[src/rtl/uart_tx_framer.sv]
// uart_tx_framer: transmit-side UART framer.
// Bytes enter through a valid/ready handshake into a small FIFO. Each byte is sent as
// one start bit, eight data bits (LSB first), one parity bit and two stop bits, with an
// optional run of idle-high gap bits after every frame. One bit per w_baud_clk cycle.

module uart_tx_framer #(
   parameter int p_fifo_depth = 4,
   parameter bit p_parity_odd = 1'b0,
   parameter int p_gap_bits   = 0
) (
   input  logic                          w_baud_clk,
   input  logic                          i_rst,
   input  logic                          i_valid,
   input  logic [7:0]                    i_data,
   output logic                          o_ready,
   output logic                          o_tx,
   output logic                          o_busy,
   output logic [$clog2(p_fifo_depth):0] o_count
);

   localparam int          AW         = $clog2(p_fifo_depth);
   localparam logic [AW:0] FULL_COUNT = (AW+1)'(p_fifo_depth);
   localparam logic [3:0]  GAP_LOAD   = (p_gap_bits > 0) ? 4'(p_gap_bits - 1) : 4'd0;

   localparam logic [2:0] S_IDLE   = 3'd0;
   localparam logic [2:0] S_START  = 3'd1;
   localparam logic [2:0] S_DATA   = 3'd2;
   localparam logic [2:0] S_PARITY = 3'd3;
   localparam logic [2:0] S_STOP1  = 3'd4;
   localparam logic [2:0] S_STOP2  = 3'd5;
   localparam logic [2:0] S_GAP    = 3'd6;

   logic [7:0]    mem [p_fifo_depth];
   logic [AW-1:0] wr_ptr;
   logic [AW-1:0] rd_ptr;
   logic [AW:0]   count;

   logic [2:0]    state;
   logic [2:0]    bit_idx;
   logic [7:0]    shift_reg;
   logic          parity_bit;
   logic [3:0]    gap_cnt;
   logic          tx_reg;

   logic          push;
   logic          pop;
   logic [7:0]    head_byte;
   logic          head_parity;

   // A push is refused whenever the FIFO is full, even if a pop happens on the same edge.
   assign o_ready     = (count != FULL_COUNT);
   assign push        = i_valid & o_ready;
   assign head_byte   = mem[rd_ptr];
   assign head_parity = (^head_byte) ^ p_parity_odd;

   // The FSM pops only when it is about to start a new frame and a byte is waiting.
   always_comb begin
      pop = 1'b0;
      if (count != '0) begin
         case (state)
            S_IDLE:  pop = 1'b1;
            S_STOP2: pop = (p_gap_bits == 0);
            S_GAP:   pop = (gap_cnt == 4'd0);
            default: pop = 1'b0;
         endcase
      end
   end

   // FIFO storage; contents need no reset because the pointers define what is valid.
   always_ff @(posedge w_baud_clk) begin
      if (push) begin
         mem[wr_ptr] <= i_data;
      end
   end

   // FIFO pointers and occupancy; power-of-two depth lets the pointers wrap naturally.
   always_ff @(posedge w_baud_clk or negedge i_rst) begin
      if (!i_rst) begin
         wr_ptr <= '0;
         rd_ptr <= '0;
         count  <= '0;
      end else begin
         if (push) begin
            wr_ptr <= wr_ptr + 1'b1;
         end
         if (pop) begin
            rd_ptr <= rd_ptr + 1'b1;
         end
         case ({push, pop})
            2'b10:   count <= count + 1'b1;
            2'b01:   count <= count - 1'b1;
            default: count <= count;
         endcase
      end
   end

   // Frame sequencer; the line level is registered together with the state it belongs to.
   always_ff @(posedge w_baud_clk or negedge i_rst) begin
      if (!i_rst) begin
         state      <= S_IDLE;
         bit_idx    <= 3'd0;
         shift_reg  <= 8'd0;
         parity_bit <= 1'b0;
         gap_cnt    <= 4'd0;
         tx_reg     <= 1'b1;
      end else begin
         case (state)
            S_IDLE: begin
               tx_reg <= 1'b1;
               if (pop) begin
                  shift_reg  <= head_byte;
                  parity_bit <= head_parity;
                  state      <= S_START;
                  tx_reg     <= 1'b0;
               end
            end
            S_START: begin
               state   <= S_DATA;
               bit_idx <= 3'd0;
               tx_reg  <= shift_reg[0];
            end
            S_DATA: begin
               if (bit_idx == 3'd7) begin
                  state  <= S_PARITY;
                  tx_reg <= parity_bit;
               end else begin
                  bit_idx <= bit_idx + 3'd1;
                  tx_reg  <= shift_reg[bit_idx + 3'd1];
               end
            end
            S_PARITY: begin
               state  <= S_STOP1;
               tx_reg <= 1'b1;
            end
            S_STOP1: begin
               state  <= S_STOP2;
               tx_reg <= 1'b1;
            end
            S_STOP2: begin
               if (p_gap_bits > 0) begin
                  state   <= S_GAP;
                  gap_cnt <= GAP_LOAD;
                  tx_reg  <= 1'b1;
               end else if (pop) begin
                  shift_reg  <= head_byte;
                  parity_bit <= head_parity;
                  state      <= S_START;
                  tx_reg     <= 1'b0;
               end else begin
                  state  <= S_IDLE;
                  tx_reg <= 1'b1;
               end
            end
            S_GAP: begin
               if (gap_cnt == 4'd0) begin
                  if (pop) begin
                     shift_reg  <= head_byte;
                     parity_bit <= head_parity;
                     state      <= S_START;
                     tx_reg     <= 1'b0;
                  end else begin
                     state  <= S_IDLE;
                     tx_reg <= 1'b1;
                  end
               end else begin
                  gap_cnt <= gap_cnt - 4'd1;
                  tx_reg  <= 1'b1;
               end
            end
            default: begin
               state  <= S_IDLE;
               tx_reg <= 1'b1;
            end
         endcase
      end
   end

   assign o_tx    = tx_reg;
   assign o_busy  = (state != S_IDLE);
   assign o_count = count;

endmodule

[config.mk]
export PLATFORM = sky130hd
export DESIGN_NAME = uart_tx_framer
export DESIGN_NICKNAME = d
export VERILOG_FILES = /design/src/rtl/uart_tx_framer.sv
export SDC_FILE = /design/constraint.sdc
export NUM_CORES = 1
export LEC_CHECK = 0
export BUFFER_PORTS_ARGS = -buffer_cell sky130_fd_sc_hd__buf_4
export CELL_PAD_IN_SITES_DETAIL_PLACEMENT = 0
export CELL_PAD_IN_SITES_GLOBAL_PLACEMENT = 1
export CORE_ASPECT_RATIO = 1.4
export CORE_MARGIN = 2
export CORE_UTILIZATION = 35
export CTS_CLUSTER_SIZE = 30
export DETAILED_ROUTE_END_ITERATION = 6
export PLACE_DENSITY = 0.69
export SLEW_MARGIN = 20
export SYNTH_ARGS = -nofsm -noshare
export SYNTH_HDL_FRONTEND = slang
export SYNTH_SLANG_ARGS = --single-unit
[constraint.sdc]
create_clock -name w_baud_clk -period 3.5 [get_ports w_baud_clk]
set_clock_uncertainty 0.1 [all_clocks]
set_input_delay 0.35 -clock w_baud_clk [delete_from_list [all_inputs] [get_ports w_baud_clk]]
set_output_delay 0.35 -clock w_baud_clk [all_outputs]
set_load 0.01 [all_outputs]
==> results of run 1 <==
cells in the mapped netlist, types with 2 or more instances:
master	count	area, sq um
mux4_2	4	90.09
xor2_1	4	35.03
nor2b_1	2	12.51
inv_1	6	22.52
nand2_1	7	26.28
and3_1	5	31.28
ha_1	8	100.1
a22oi_1	3	22.52
nand2b_1	5	31.28
edfxtp_1	32	960.9
mux4_1	6	157.7
clkbuf_1	2	7.510
xnor2_1	11	96.34
nor3_1	4	20.02
dfrtp_1	26	650.6
o21ai_0	10	50.05
nor3b_1	2	15.01
a21oi_1	5	25.02
nor2_1	7	26.28
mux2_2	9	101.4
or3_1	2	12.51
cell families after synthesis:
| logic type | after synthesis |
|---|---|
| adder cells (fa/ha/maj) | 9 |
| buffers and inverters | 11 |
| AO/OA/AOI/OAI | 25 |
| multiplexers | 21 |
| AND/OR/NAND/NOR | 37 |
| XOR/XNOR | 15 |
| flip-flops | 59 |
routing by layer:
| layer | part of all wire, % | track usage (%) | vias up | wire length [microns] |
|---|---|---|---|---|
| met1 | 45 | 13.91 | 738 | 1887 |
| met3 | 3.0 | 3.775 | 4 | 125 |
| li1 | - | - | 720 | - |
| met2 | 51 | 19.40 | 16 | 2147 |
| met4 | 1.2 | 6.505 | 0 | 52 |
| met5 | 0 | 0 | - | 0 |
through the flow:
stage | utilization (%) | hold WS, ns
finish | 41.88 | 0.1162
global route | 41.88 | 0.09624
CTS | 41.88 | 0.09305
detailed placement | 39.13 | 0.1910
global placement | 39.13 | 0.1935
floorplan | - | -0.04559
report_power, final:
part           switching [W]  internal, W  total, W  leakage [nW]
Sequential          0.000201     0.000967   0.00117         0.625
Clock               0.000269     0.000325  0.000594        0.0950
Combinational       0.000491     0.000649   0.00114         0.485
how the worst min path moves through the flow:
stage | from | end | slack [ns]
after detailed placement | i_rst | shift_reg[5] | 0.19
final | i_data[3] | mem[0][3] | 0.12
after floorplan | i_rst | bit_idx[0] | -0.05
after CTS | i_data[3] | mem[0][3] | 0.09
after global routing | i_data[3] | mem[0][3] | 0.1
after global placement | i_rst | bit_idx[0] | 0.19
layout make-up:
cell class              count  area [sq um]  area share (%)
inverters                   6         22.52          0.7305
well taps                  97         121.4           3.937
flip-flops and latches     59          1638           53.12
clock inverters             7         68.82           2.232
repair buffers             18         137.6           4.464
clock buffers               9         123.9           4.018
multi-input cells         107         970.9           31.49
timing repair:
| action | 4_1_cts | 5_1_grt |
|---|---|---|
| setup buffers | 0 | 0 |
| hold buffers | 1 | 0 |
| hold endpoints to repair | 26 | 0 |
==> results.sh, run 1 <==
export IMPL_grt_use_total_pct=11.91
export IMPL_path_max_fanout=3
export IMPL_startpoint="gap_cnt[0]"
export IMPL_place_area_sq_um=2880
export IMPL_finalHoldViolCount=0
export IMPL_rr_worst_depth=9
export IMPL_synth_compound_area_share_pct=5.621
export IMPL_syn_area_per_cell_sq_um=15.09
export IMPL_totalWireLength_microns=4212
export IMPL_rsz0062_at_grt="false"
export IMPL_synth_top_family_by_area="multiplexers"
export IMPL_die_area_sq_um=8357
export IMPL_path_buf_inv=1
export IMPL_clk_pin_slew_worst_paths_ns=0.07
export IMPL_tritoncts="built"
export IMPL_setup_tns_final_ns=0
export IMPL_die_w_microns=77.84
export IMPL_hpwl_microns=2923
export IMPL_critPathRequiredTime_ns=3.62
export IMPL_via_per_inst=4.878
export IMPL_run_status="completed"
export IMPL_drive_gt1_share_pct=23.79
export IMPL_initial_core_util_pct=36.29
export IMPL_syn_nets=197
export IMPL_worst_pin_slew_ns=0.5833
export IMPL_min_path_type="input port to register"
export IMPL_synth_edf_count=32
export IMPL_setup_worst_path_end="o_count[1]"
export IMPL_critPathLaunchType="register"
export IMPL_fp_row_count=37
export IMPL_whs_path_depth=1
export IMPL_chipHeight_microns=107.4
export IMPL_num_vias=1478
export IMPL_first_pass_iters=4
export IMPL_end_kind="register"
export IMPL_synth_flop_cell="edfxtp_1"
export IMPL_p_per_area_nw_per_um2=941.2
export IMPL_netlist_instances=177
export IMPL_gp_congestion=0.6981
export IMPL_synth_xor_area_share_pct=4.918
export IMPL_cp_depth=9
export IMPL_antenna_found_initial=0
export IMPL_fmax_ghz=0.3716
export IMPL_crit_arrival_ns=2.81
export IMPL_path_delay_family="adder cells"
export IMPL_syn_to_final_growth_pct=15.41
export IMPL_grt_max_degree=28
export IMPL_mostFrequentLayoutCells="edfxtp_1, dfrtp_1, buf_4, xnor2_1, o21ai_0"
export IMPL_worst_skew_pair_late_latency_ns=0.33
export IMPL_synth_mux_area_share_pct=14.00
export IMPL_worst_ir_drop_vdd_v=0.0004413
export IMPL_rrSetupSlack_ns=0.81
export IMPL_synth_adder_area_share_pct=4.496
export IMPL_min_period_ns=2.691
export IMPL_synth_seq_area_share_pct=61.31
export IMPL_coreArea_sq_um=7361
export IMPL_place_ws_ns=0.8264
export IMPL_drv_cap=0
export IMPL_finalMaxSlewViolations=0
export IMPL_dp_cells=286
export IMPL_p_total_w=0.002902
export IMPL_post_route_period_util_pct=76.88
export IMPL_rr_endpoint="o_count[1]"
export IMPL_cpPeakStageDelay_ns=0.47
export IMPL_synthSimpleGateAreaFrac_pct=7.307
export IMPL_cts_buffer_depth=2
export IMPL_p_leak_nw=1.205
export IMPL_drt_iter0_drc=68
export IMPL_final_common_cell="edfxtp_1"
export IMPL_drc=0
export IMPL_crit_top_cell="ha_1"
export IMPL_grt_pass1_wl_microns=7472
export IMPL_num_fill_cells=687
export IMPL_syn_area_sq_um=2671
export IMPL_grt_pass1_vias=1567
export IMPL_portBuffers=16
export IMPL_fin_cells=303
export IMPL_path_class="register to register"
export IMPL_io_pins=17
export IMPL_clock_sinks=59
export IMPL_avgRoutedWirePerCell_microns=13.90
export IMPL_slew_headroom_pct=60.81
export IMPL_path_cells="inv_1 > ha_1 > or3b_2 > o21ai_0 > a21boi_0 > nor2_1 > ha_1 > fa_1 > mux2_2"
export IMPL_synth_seq_cells=59
export IMPL_critPathSlowestCell="or3b_2"
export IMPL_postRouteAntennaNets=0
export IMPL_rr_startpoint="gap_cnt[0]"
export IMPL_stdcell_area_sq_um=3083
export IMPL_cts_resized=0
export IMPL_yosysWarnings=0
export IMPL_grt_overflow=0
export IMPL_n_antenna_cell=0
export IMPL_htree_levels=3
export IMPL_root_buffer="clkbuf_8"
export IMPL_worst_slack_ns=0.8092
export IMPL_synth_distinct_cells=38
export IMPL_setup_viol=0
export IMPL_finalNetCount=221
export IMPL_numCtsBuffers=9
export IMPL_synthArstFlopShare_pct=45.76
export IMPL_largest_register_ff_count=32
Note: power is estimated with default switching activity, not from simulation.
==> inputs of run 2 (changes only) <==
--- a/config.mk
+++ b/config.mk
@@ -13,7 +13,7 @@
 export CORE_UTILIZATION = 35
 export CTS_CLUSTER_SIZE = 30
 export DETAILED_ROUTE_END_ITERATION = 6
-export PLACE_DENSITY = 0.69
+export PLACE_DENSITY = 0.71
 export SLEW_MARGIN = 20
 export SYNTH_ARGS = -nofsm -noshare
 export SYNTH_HDL_FRONTEND = slang
==> constraint.sdc (replaced) <==
create_clock -name w_baud_clk -period 2.2 [get_ports w_baud_clk]
set_clock_uncertainty 0.1 [all_clocks]
set_input_delay 0.22 -clock w_baud_clk [delete_from_list [all_inputs] [get_ports w_baud_clk]]
set_output_delay 0.22 -clock w_baud_clk [all_outputs]
set_load 0.01 [all_outputs]
==> run 2 against run 1 <==
  * The run now ends with setup timing left
  * Critical path depth unchanged
  * Largest cell class unchanged
  * Power up 75%
  * Global-route usage up 0.63 points
==> results.sh, run 2 (synthesis results as in run 1) <==
export IMPL_run_status="finished with violations"
export IMPL_violations="setup timing"
export IMPL_fin_cells=332
export IMPL_cts_buffer_depth=2
export IMPL_critPathSlowestCell="fa_2"
export IMPL_whs_path_depth=3
export IMPL_final_common_cell="buf_4"
export IMPL_numCtsBuffers=9
export IMPL_grt_use_total_pct=12.54
export IMPL_min_period_ns=2.374
export IMPL_path_class="register to register"
export IMPL_fmax_ghz=0.4212
export IMPL_min_to="wr_ptr[0]"
export IMPL_grt_max_degree=28
export IMPL_postRouteAntennaNets=0
export IMPL_first_pass_iters=5
export IMPL_end_kind="register"
export IMPL_critPathLaunchType="register"
export IMPL_syn_to_final_growth_pct=27.31
export IMPL_drv_cap=0
export IMPL_place_ws_ns=-0.2730
export IMPL_die_area_sq_um=8357
export IMPL_setup_viol=1
export IMPL_io_pins=17
export IMPL_path_cells="inv_2 > ha_4 > or3b_4 > o21ai_2 > a21boi_2 > nor2_2 > ha_4 > fa_2 > mux2_4"
export IMPL_largest_register_ff_count=32
export IMPL_path_delay_family="adder cells"
export IMPL_worst_pin_slew_ns=0.4727
export IMPL_min_path_type="input port to register"
export IMPL_avgRoutedWirePerCell_microns=13.92
export IMPL_drt_iter0_drc=52
export IMPL_dp_cells=303
export IMPL_finalNetCount=250
export IMPL_gp_congestion=0.6899
export IMPL_crit_top_cell="ha_4"
export IMPL_totalWireLength_microns=4622
export IMPL_fp_row_count=37
export IMPL_drive_gt1_share_pct=32.77
export IMPL_finalHoldViolCount=0
export IMPL_hpwl_microns=3140
export IMPL_cpPeakStageDelay_ns=0.42
export IMPL_grt_overflow=0
export IMPL_p_total_w=0.005074
export IMPL_root_buffer="clkbuf_8"
export IMPL_path_buf_inv=1
export IMPL_rsz0062_at_grt="true"
export IMPL_critPathRequiredTime_ns=2.33
export IMPL_coreArea_sq_um=7361
export IMPL_tritoncts="built"
export IMPL_n_antenna_cell=0
export IMPL_rrSetupSlack_ns=-0.17
export IMPL_num_fill_cells=646
export IMPL_path_max_fanout=2
export IMPL_slew_headroom_pct=68.49
export IMPL_initial_core_util_pct=36.29
export IMPL_via_per_inst=4.726
export IMPL_clk_pin_slew_worst_paths_ns=0.07
export IMPL_rr_worst_depth=9
export IMPL_worst_skew_pair_late_latency_ns=0.34
export IMPL_worst_slack_ns=-0.1740
export IMPL_finalMaxSlewViolations=0
export IMPL_post_route_period_util_pct=107.9
export IMPL_num_vias=1569
export IMPL_drc=0
export IMPL_portBuffers=16
export IMPL_mostFrequentLayoutCells="buf_4, edfxtp_1, dfrtp_1, xnor2_1"
export IMPL_rr_endpoint="o_count[1]"
export IMPL_worst_ir_drop_vdd_v=0.0005658
export IMPL_grt_pass1_wl_microns=7797
export IMPL_p_per_area_nw_per_um2=1492
export IMPL_die_w_microns=77.84
export IMPL_antenna_found_initial=0
export IMPL_clock_sinks=59
export IMPL_p_leak_nw=1.363
export IMPL_rr_startpoint="gap_cnt[1]"
export IMPL_htree_levels=3
export IMPL_holdCritStartpoint="i_valid"
export IMPL_chipHeight_microns=107.4
export IMPL_crit_arrival_ns=2.50
export IMPL_grt_pass1_vias=1653
[run 2: routing by layer]
| layer | global-route usage, % | vias up | routed length [microns] |
|---|---|---|---|
| li1 | - | 771 | - |
| met1 | 12.94 | 761 | 1896 |
| met2 | 21.86 | 23 | 2442 |
| met3 | 3.020 | 14 | 126 |
| met4 | 9.184 | 0 | 157 |
| met5 | 0 | - | 0 |
[run 2: how the worst max path moves through the flow]
stage                     startpoint          to  slack [ns]  cells past startpoint
after floorplan           gap_cnt[1]  o_count[1]       -0.28                     10
after global placement    gap_cnt[1]  o_count[1]       -0.23                      9
after detailed placement  gap_cnt[1]  o_count[1]       -0.27                      9
after CTS                 gap_cnt[1]  o_count[1]       -0.15                      9
after global routing      gap_cnt[1]  o_count[1]       -0.31                      9
final                     gap_cnt[1]  o_count[1]       -0.17                      9
[run 2: layout make-up]
class / instances / area [sq um] / share of cell area [%]
inverter: 6 / 22.52 / 0.6623
clock buffer: 10 / 127.6 / 3.753
multi-input combinational: 107 / 1022 / 30.06
clock inverter: 6 / 81.33 / 2.391
sequential: 59 / 1638 / 48.16
tap: 97 / 121.4 / 3.569
timing repair buffer: 47 / 387.9 / 11.41
[run 2: metrics by stage]
stage                     TNS [ns]  cell area, sq um  hold WS [ns]  utilization, %
after detailed placement   -0.6721              3048       0.06712           41.41
after global placement     -0.3119              3048       0.06112           41.41
after global routing       -0.7233              3401        0.2395           46.20
final                      -0.1740              3401        0.2083           46.20
after floorplan            -0.4108              2699       -0.1756               -
after CTS                  -0.1664              3372        0.2069           45.81
[run 2: report_power, final]
part           switching (W)  total [W]  leakage, nW  internal (W)
Combinational       0.000972    0.00227        0.635       0.00130
Clock               0.000422    0.00105        0.104      0.000629
Sequential          0.000212    0.00175        0.625       0.00154
Total                0.00161    0.00507         1.36       0.00347
[run 2: repair_timing]
action	4_1_cts	5_1_grt
pin swaps	3	1
buffers inserted	2	2
cloned	0	0
hold buffers	9	0
endpoints found under the setup margin	11	10
gates resized for setup	3	3
hold endpoints to repair	59	0
[run 2: worst register-to-register path: stages (launching register included)]
cell	delay, ns
dfrtp_1	0.39
inv_2	0.08
ha_4	0.13
or3b_4	0.37
o21ai_2	0.13
a21boi_2	0.08
nor2_2	0.14
ha_4	0.16
fa_2	0.42
mux2_4	0.27
